==> src/rtl/uart_rx_pkg.sv <==
// Shared definitions for the UART receiver: control FSM state encoding.
package uart_rx_pkg;

    localparam int RX_STATE_WD = 3;

    typedef enum logic [RX_STATE_WD-1:0] {
        ST_IDLE   = 3'd0,
        ST_START  = 3'd1,
        ST_DATA   = 3'd2,
        ST_PARITY = 3'd3,
        ST_STOP   = 3'd4,
        ST_DONE   = 3'd5
    } rx_state_e;

endpackage

==> src/rtl/uart_rx_ctrl_fsm.sv <==
// UART receiver control FSM: qualifies the start bit, sequences data/parity/stop
// bits, drives the datapath enables and pulses one frame-result flag per frame.
module uart_rx_ctrl_fsm
    import uart_rx_pkg::*;
#(
    parameter int data_wd      = 8,
    parameter int bit_count_wd = 3
) (
    input  logic                    CLK,
    input  logic                    RST,
    input  logic                    RX_IN,
    input  logic                    PAR_EN,
    input  logic [bit_count_wd-1:0] bit_count,
    input  logic                    edge_count_done,
    input  logic                    sampling_done,
    input  logic                    sampled_bit,
    input  logic                    par_err,
    input  logic                    stp_err,
    output logic                    edge_cnt_en,
    output logic                    bit_cnt_en,
    output logic                    data_samp_en,
    output logic                    deser_en,
    output logic                    par_chk_en,
    output logic                    stp_chk_en,
    output logic                    data_valid,
    output logic                    par_err_flag,
    output logic                    stp_err_flag
);

    localparam logic [bit_count_wd-1:0] LAST_BIT = bit_count_wd'(data_wd - 1);

    rx_state_e state;
    rx_state_e next_state;
    logic      par_en_lat;

    // PAR_EN only counts at the moment a frame begins, so mid-frame changes are ignored.
    always_ff @(posedge CLK or negedge RST) begin
        if (!RST) begin
            state      <= ST_IDLE;
            par_en_lat <= 1'b0;
        end else begin
            state <= next_state;
            if ((state == ST_IDLE || state == ST_DONE) && next_state == ST_START) begin
                par_en_lat <= PAR_EN;
            end
        end
    end

    always_comb begin
        next_state = state;
        case (state)
            ST_IDLE: begin
                if (!RX_IN) next_state = ST_START;
            end
            ST_START: begin
                // A high mid-bit sample means the falling edge was noise; this beats edge_count_done.
                if (sampling_done && sampled_bit) next_state = ST_IDLE;
                else if (edge_count_done)         next_state = ST_DATA;
            end
            ST_DATA: begin
                if (edge_count_done && bit_count == LAST_BIT) begin
                    next_state = par_en_lat ? ST_PARITY : ST_STOP;
                end
            end
            ST_PARITY: begin
                if (edge_count_done) next_state = ST_STOP;
            end
            ST_STOP: begin
                if (edge_count_done) next_state = ST_DONE;
            end
            ST_DONE: begin
                next_state = RX_IN ? ST_IDLE : ST_START;
            end
            default: next_state = ST_IDLE;
        endcase
    end

    always_comb begin
        edge_cnt_en  = 1'b0;
        bit_cnt_en   = 1'b0;
        data_samp_en = 1'b0;
        deser_en     = 1'b0;
        par_chk_en   = 1'b0;
        stp_chk_en   = 1'b0;
        case (state)
            ST_START: begin
                edge_cnt_en  = 1'b1;
                data_samp_en = 1'b1;
            end
            ST_DATA: begin
                edge_cnt_en  = 1'b1;
                bit_cnt_en   = 1'b1;
                data_samp_en = 1'b1;
                deser_en     = 1'b1;
            end
            ST_PARITY: begin
                edge_cnt_en  = 1'b1;
                data_samp_en = 1'b1;
                par_chk_en   = 1'b1;
            end
            ST_STOP: begin
                edge_cnt_en  = 1'b1;
                data_samp_en = 1'b1;
                stp_chk_en   = 1'b1;
            end
            default: ;
        endcase
    end

    // DONE lasts one cycle, so each flag is a single-cycle pulse one cycle after DONE.
    always_ff @(posedge CLK or negedge RST) begin
        if (!RST) begin
            data_valid   <= 1'b0;
            par_err_flag <= 1'b0;
            stp_err_flag <= 1'b0;
        end else begin
            data_valid   <= (state == ST_DONE) && !stp_err && !(par_en_lat && par_err);
            par_err_flag <= (state == ST_DONE) && par_en_lat && par_err;
            stp_err_flag <= (state == ST_DONE) && stp_err;
        end
    end

endmodule

==> config.mk <==
export PLATFORM = sky130hd
export DESIGN_NAME = uart_rx_ctrl_fsm
export DESIGN_NICKNAME = d
export VERILOG_FILES = /design/src/rtl/uart_rx_pkg.sv /design/src/rtl/uart_rx_ctrl_fsm.sv
export SDC_FILE = /design/constraint.sdc
export NUM_CORES = 1
export LEC_CHECK = 0
export BUFFER_PORTS_ARGS = -buffer_cell sky130_fd_sc_hd__buf_2
export CORE_AREA = 2 2 39 41
export CTS_CLUSTER_SIZE = 40
export DETAILED_ROUTE_END_ITERATION = 7
export DIE_AREA = 0 0 41 43
export PLACE_DENSITY_LB_ADDON = 0.08
export SLEW_MARGIN = 30
export SYNTH_ARGS = -nofsm -noshare
export SYNTH_HDL_FRONTEND = slang
export SYNTH_SLANG_ARGS = --single-unit
==> constraint.sdc <==
create_clock -name CLK -period 1.2 [get_ports CLK]
set_clock_uncertainty 0.05 [all_clocks]
set_input_delay 0.24 -clock CLK [delete_from_list [all_inputs] [get_ports CLK]]
set_output_delay 0.24 -clock CLK [all_outputs]
set_load 0.01 [all_outputs]
==> flow_summary_export.csv <==
group,metric,value,unit
global_route,track_usage,14.0,%
cells_and_area,fin_nets,93,
drt,drt_pre_antenna_iters,2,
cells_and_area,antennaDiodeCount,0,
synth,yosysTopAreaCell,"dfrtp_1",
worst_setup_path,cp.arrival,1.19,ns
clock_tree,h-tree-depth,1,
cells_and_area,fin_cells,96,
drt,ant_nets,0,
clock_tree,tritoncts,"yes",
clock_tree,cts.sinks,7,
job,drv_cap,0,
cells_and_area,layout_commonest_cell,"buf_2",
synth,mappedNetlistNets,56,
power_and_ir_drop,powerDensity,2240,nW/um^2
synth,synth_cell_types,25,
power_and_ir_drop,internal_power,1.03,mW
global_route,grt.overflow.total,0,
worst_setup_path,cp-endpoint,"deser_en",
cells_and_area,synthToLayoutAreaGrowth,68.2,%
cells_and_area,final_cell_mix,"20 x buf_2, 11 x buf_4, 5 x dfrtp_1",
synth,syn_inst,44,
worst_setup_path,rr_worst_depth,4,
timing,slew_violations,0,
timing,finalCritPeriodShare,123,%
worst_setup_path,worstPathRequired,0.91,ns
synth,synth_edf_count,0,
worst_setup_path,r2r-start,"state[0]",
placed_design,pre_cts_slack,-0.109,ns
floorplan,die_x,41,um
worst_setup_path,crit_path_start_kind,"register",
cells_and_area,final_cell_area,722,um^2
drt,drt_iter0_markers,5,
cells_and_area,drive_gt1_share,58.8,%
synth,yosysWarnings,0,
power_and_ir_drop,pwr-share-seq,25.6,%
floorplan,core-area,1380,um^2
synth,async_reset_ff_share,100,%
synth,yosysSeqAreaShare,40.8,%
worst_setup_path,crit_type,"reg2out",
power_and_ir_drop,ir_worst_vdd,885,uV
timing,final-setup-viol-count,10,
placed_design,dpl.hpwl,730,um
power_and_ir_drop,p_switching,0.586,mW
synth,synth_top_area_share,40.8,%
floorplan,io_pins,21,
synth,syn_area,429,um^2
drt,drt-wirelength-per-cell,11.1,um
run_status,violations,"setup timing",
timing,hold_viol,0,
placed_design,dpl_cell_area,578,um^2
floorplan,fp-row-count,14,
power_and_ir_drop,comb_power_share,61.4,%
cells_and_area,regArea,178,um^2
timing,relSlewSlack,87.0,%
hold_path,hp-start,"stp_err",
clock_tree,clock_latency,0.25,ns
synth,synth_area_per_cell,9.75,um^2
placed_design,portBuffers,20,
timing,fin_crit,1.48,ns
clock_tree,cts.clk_slew.worst_paths,0.05,ns
timing,tightest_slew,0.195,ns
worst_setup_path,r2r_slack,-0.21,ns
clock_tree,numCtsBuffers,3,
floorplan,initial_core_util,31.0,%
floorplan,die_area,1760,um^2
global_route,grt_pass1_vias,417,
global_route,grt_pass1_wl,1.66,mm
timing,setup_tns,-1.79,ns
power_and_ir_drop,clock_power_share,13.1,%
placed_design,gp_congestion,0.761,
drt,drc,0,
floorplan,die_h,43,um
worst_setup_path,worstReg2RegEnd,"par_en_lat",
global_route,grt_max_degree,8,
worst_setup_path,end_kind,"primary output",
timing,fin_ws,-0.277,ns
cells_and_area,multi_input_area,253,um^2
cells_and_area,fill_cells,140,
power_and_ir_drop,p_leak,0.382,nW
drt,drt_wl_total,1.06,mm
global_route,antenna_found_initial,0,
clock_tree,clock_path_buffers,2,
placed_design,dpl.cell_count,83,
hold_path,hold_path.class,"in2reg",
drt,viasPerCell,4.68,
timing,whs,0.118,ns
synth,ys_ff_latch,7,
clock_tree,cts_root_buffer,"clkbuf_4",
drt,vias,449,
worst_setup_path,setup.worst_path.start,"state[0]",
synth,yosys-top-cells-area,"dfrtp_1 41%, buf_4 5.2%, nor2_1 5.2%, and2_1 4.4%, o21ai_0 3.5%",
synth,synth_ff_type,"dfrtp_1",
run_status,outcome,"finished with violations",
worst_setup_path,cp_max_fo,6,
power_and_ir_drop,switching_share,36.2,%
timing,fmax,677,MHz
timing,rsz0062_at_grt,"true",
-- registers in the layout, indices dropped and copies added (netlist names) --
register and count:
state 3, stp_err_flag 1, par_err_flag 1, data_valid 1, par_en_lat 1
-- repair_timing --
item | in CTS | in global routing
pin swaps | 4 | 1
hold buffers | 1 | 0
endpoints found under the hold margin | 7 | 0
endpoints found under the setup margin | 9 | 12
buffers inserted | 8 | 2
resized for setup | 11 | 5
-- final cells by class --
cell class / instances / area share [%]
clock buffer: 4 / 3.64
multi-input combinational: 31 / 35.0
timing repair buffer: 36 / 32.9
tap: 16 / 2.77
sequential: 7 / 24.6
inverter: 2 / 1.04
-- how the worst min path moves through the flow --
stage,to,slack [ns],depth (start not counted)
2_1_floorplan,data_valid,-0.11,0
3_3_place_gp,par_err_flag,0.03,1
3_5_place_dp,data_valid,0.03,1
4_1_cts,data_valid,0.10,2
5_1_grt,data_valid,0.12,2
6_report,data_valid,0.12,2
-- through the flow --
stage | utilization, % | power, mW
finish | 52.2 | 1.62
global route | 52.2 | 1.76
CTS | 50.5 | 1.58
detailed placement | 41.8 | 1.10
global placement | 41.8 | 1.10
floorplan | - | 0.893
-- layer usage --
metal / track usage [%] / vias to the layer above / wire (um)
met1: 15.7 / 204 / 409
met4: 8.00 / 0 / 12
li1: - / 222 / -
met3: 1.57 / 4 / 83
met5: 0 / - / 0
met2: 23.8 / 19 / 559
-- cells in the mapped netlist (2+ instances only) --
cell and number:
dfrtp_1 7, nor2_1 6, and2_1 3, buf_4 3
o21ai_0 3, inv_1 2, nand3b_1 2
-- kinds of logic after synthesis --
| logic type | count (synthesis) | share of synthesized area (%) |
|---|---|---|
| buffers and inverters | 6 | 9.62 |
| xor gates and xnor gates | 2 | 4.08 |
| AOI/OAI and AO/OA | 7 | 11.7 |
| DFF | 7 | 40.8 |
| and+or+nand+nor | 20 | 28.9 |
| muxes | 2 | 4.96 |
-- worst max-delay path, cell delays in order, from the launching register on --
cell	delay [ns]
dfrtp_2	0.46
buf_6	0.14
nor3b_4	0.18
buf_2	0.16
-- power groups by stage --
stage	combinational [mW]	sequential, mW	clock, mW
after floorplan	0.536	0.358	0
after global placement	0.698	0.406	0
after detailed placement	0.695	0.408	0
after CTS	0.955	0.409	0.220
after global routing	1.10	0.427	0.231
final	0.994	0.414	0.212
No activity file was read; power rests on OpenSTA's default activity.
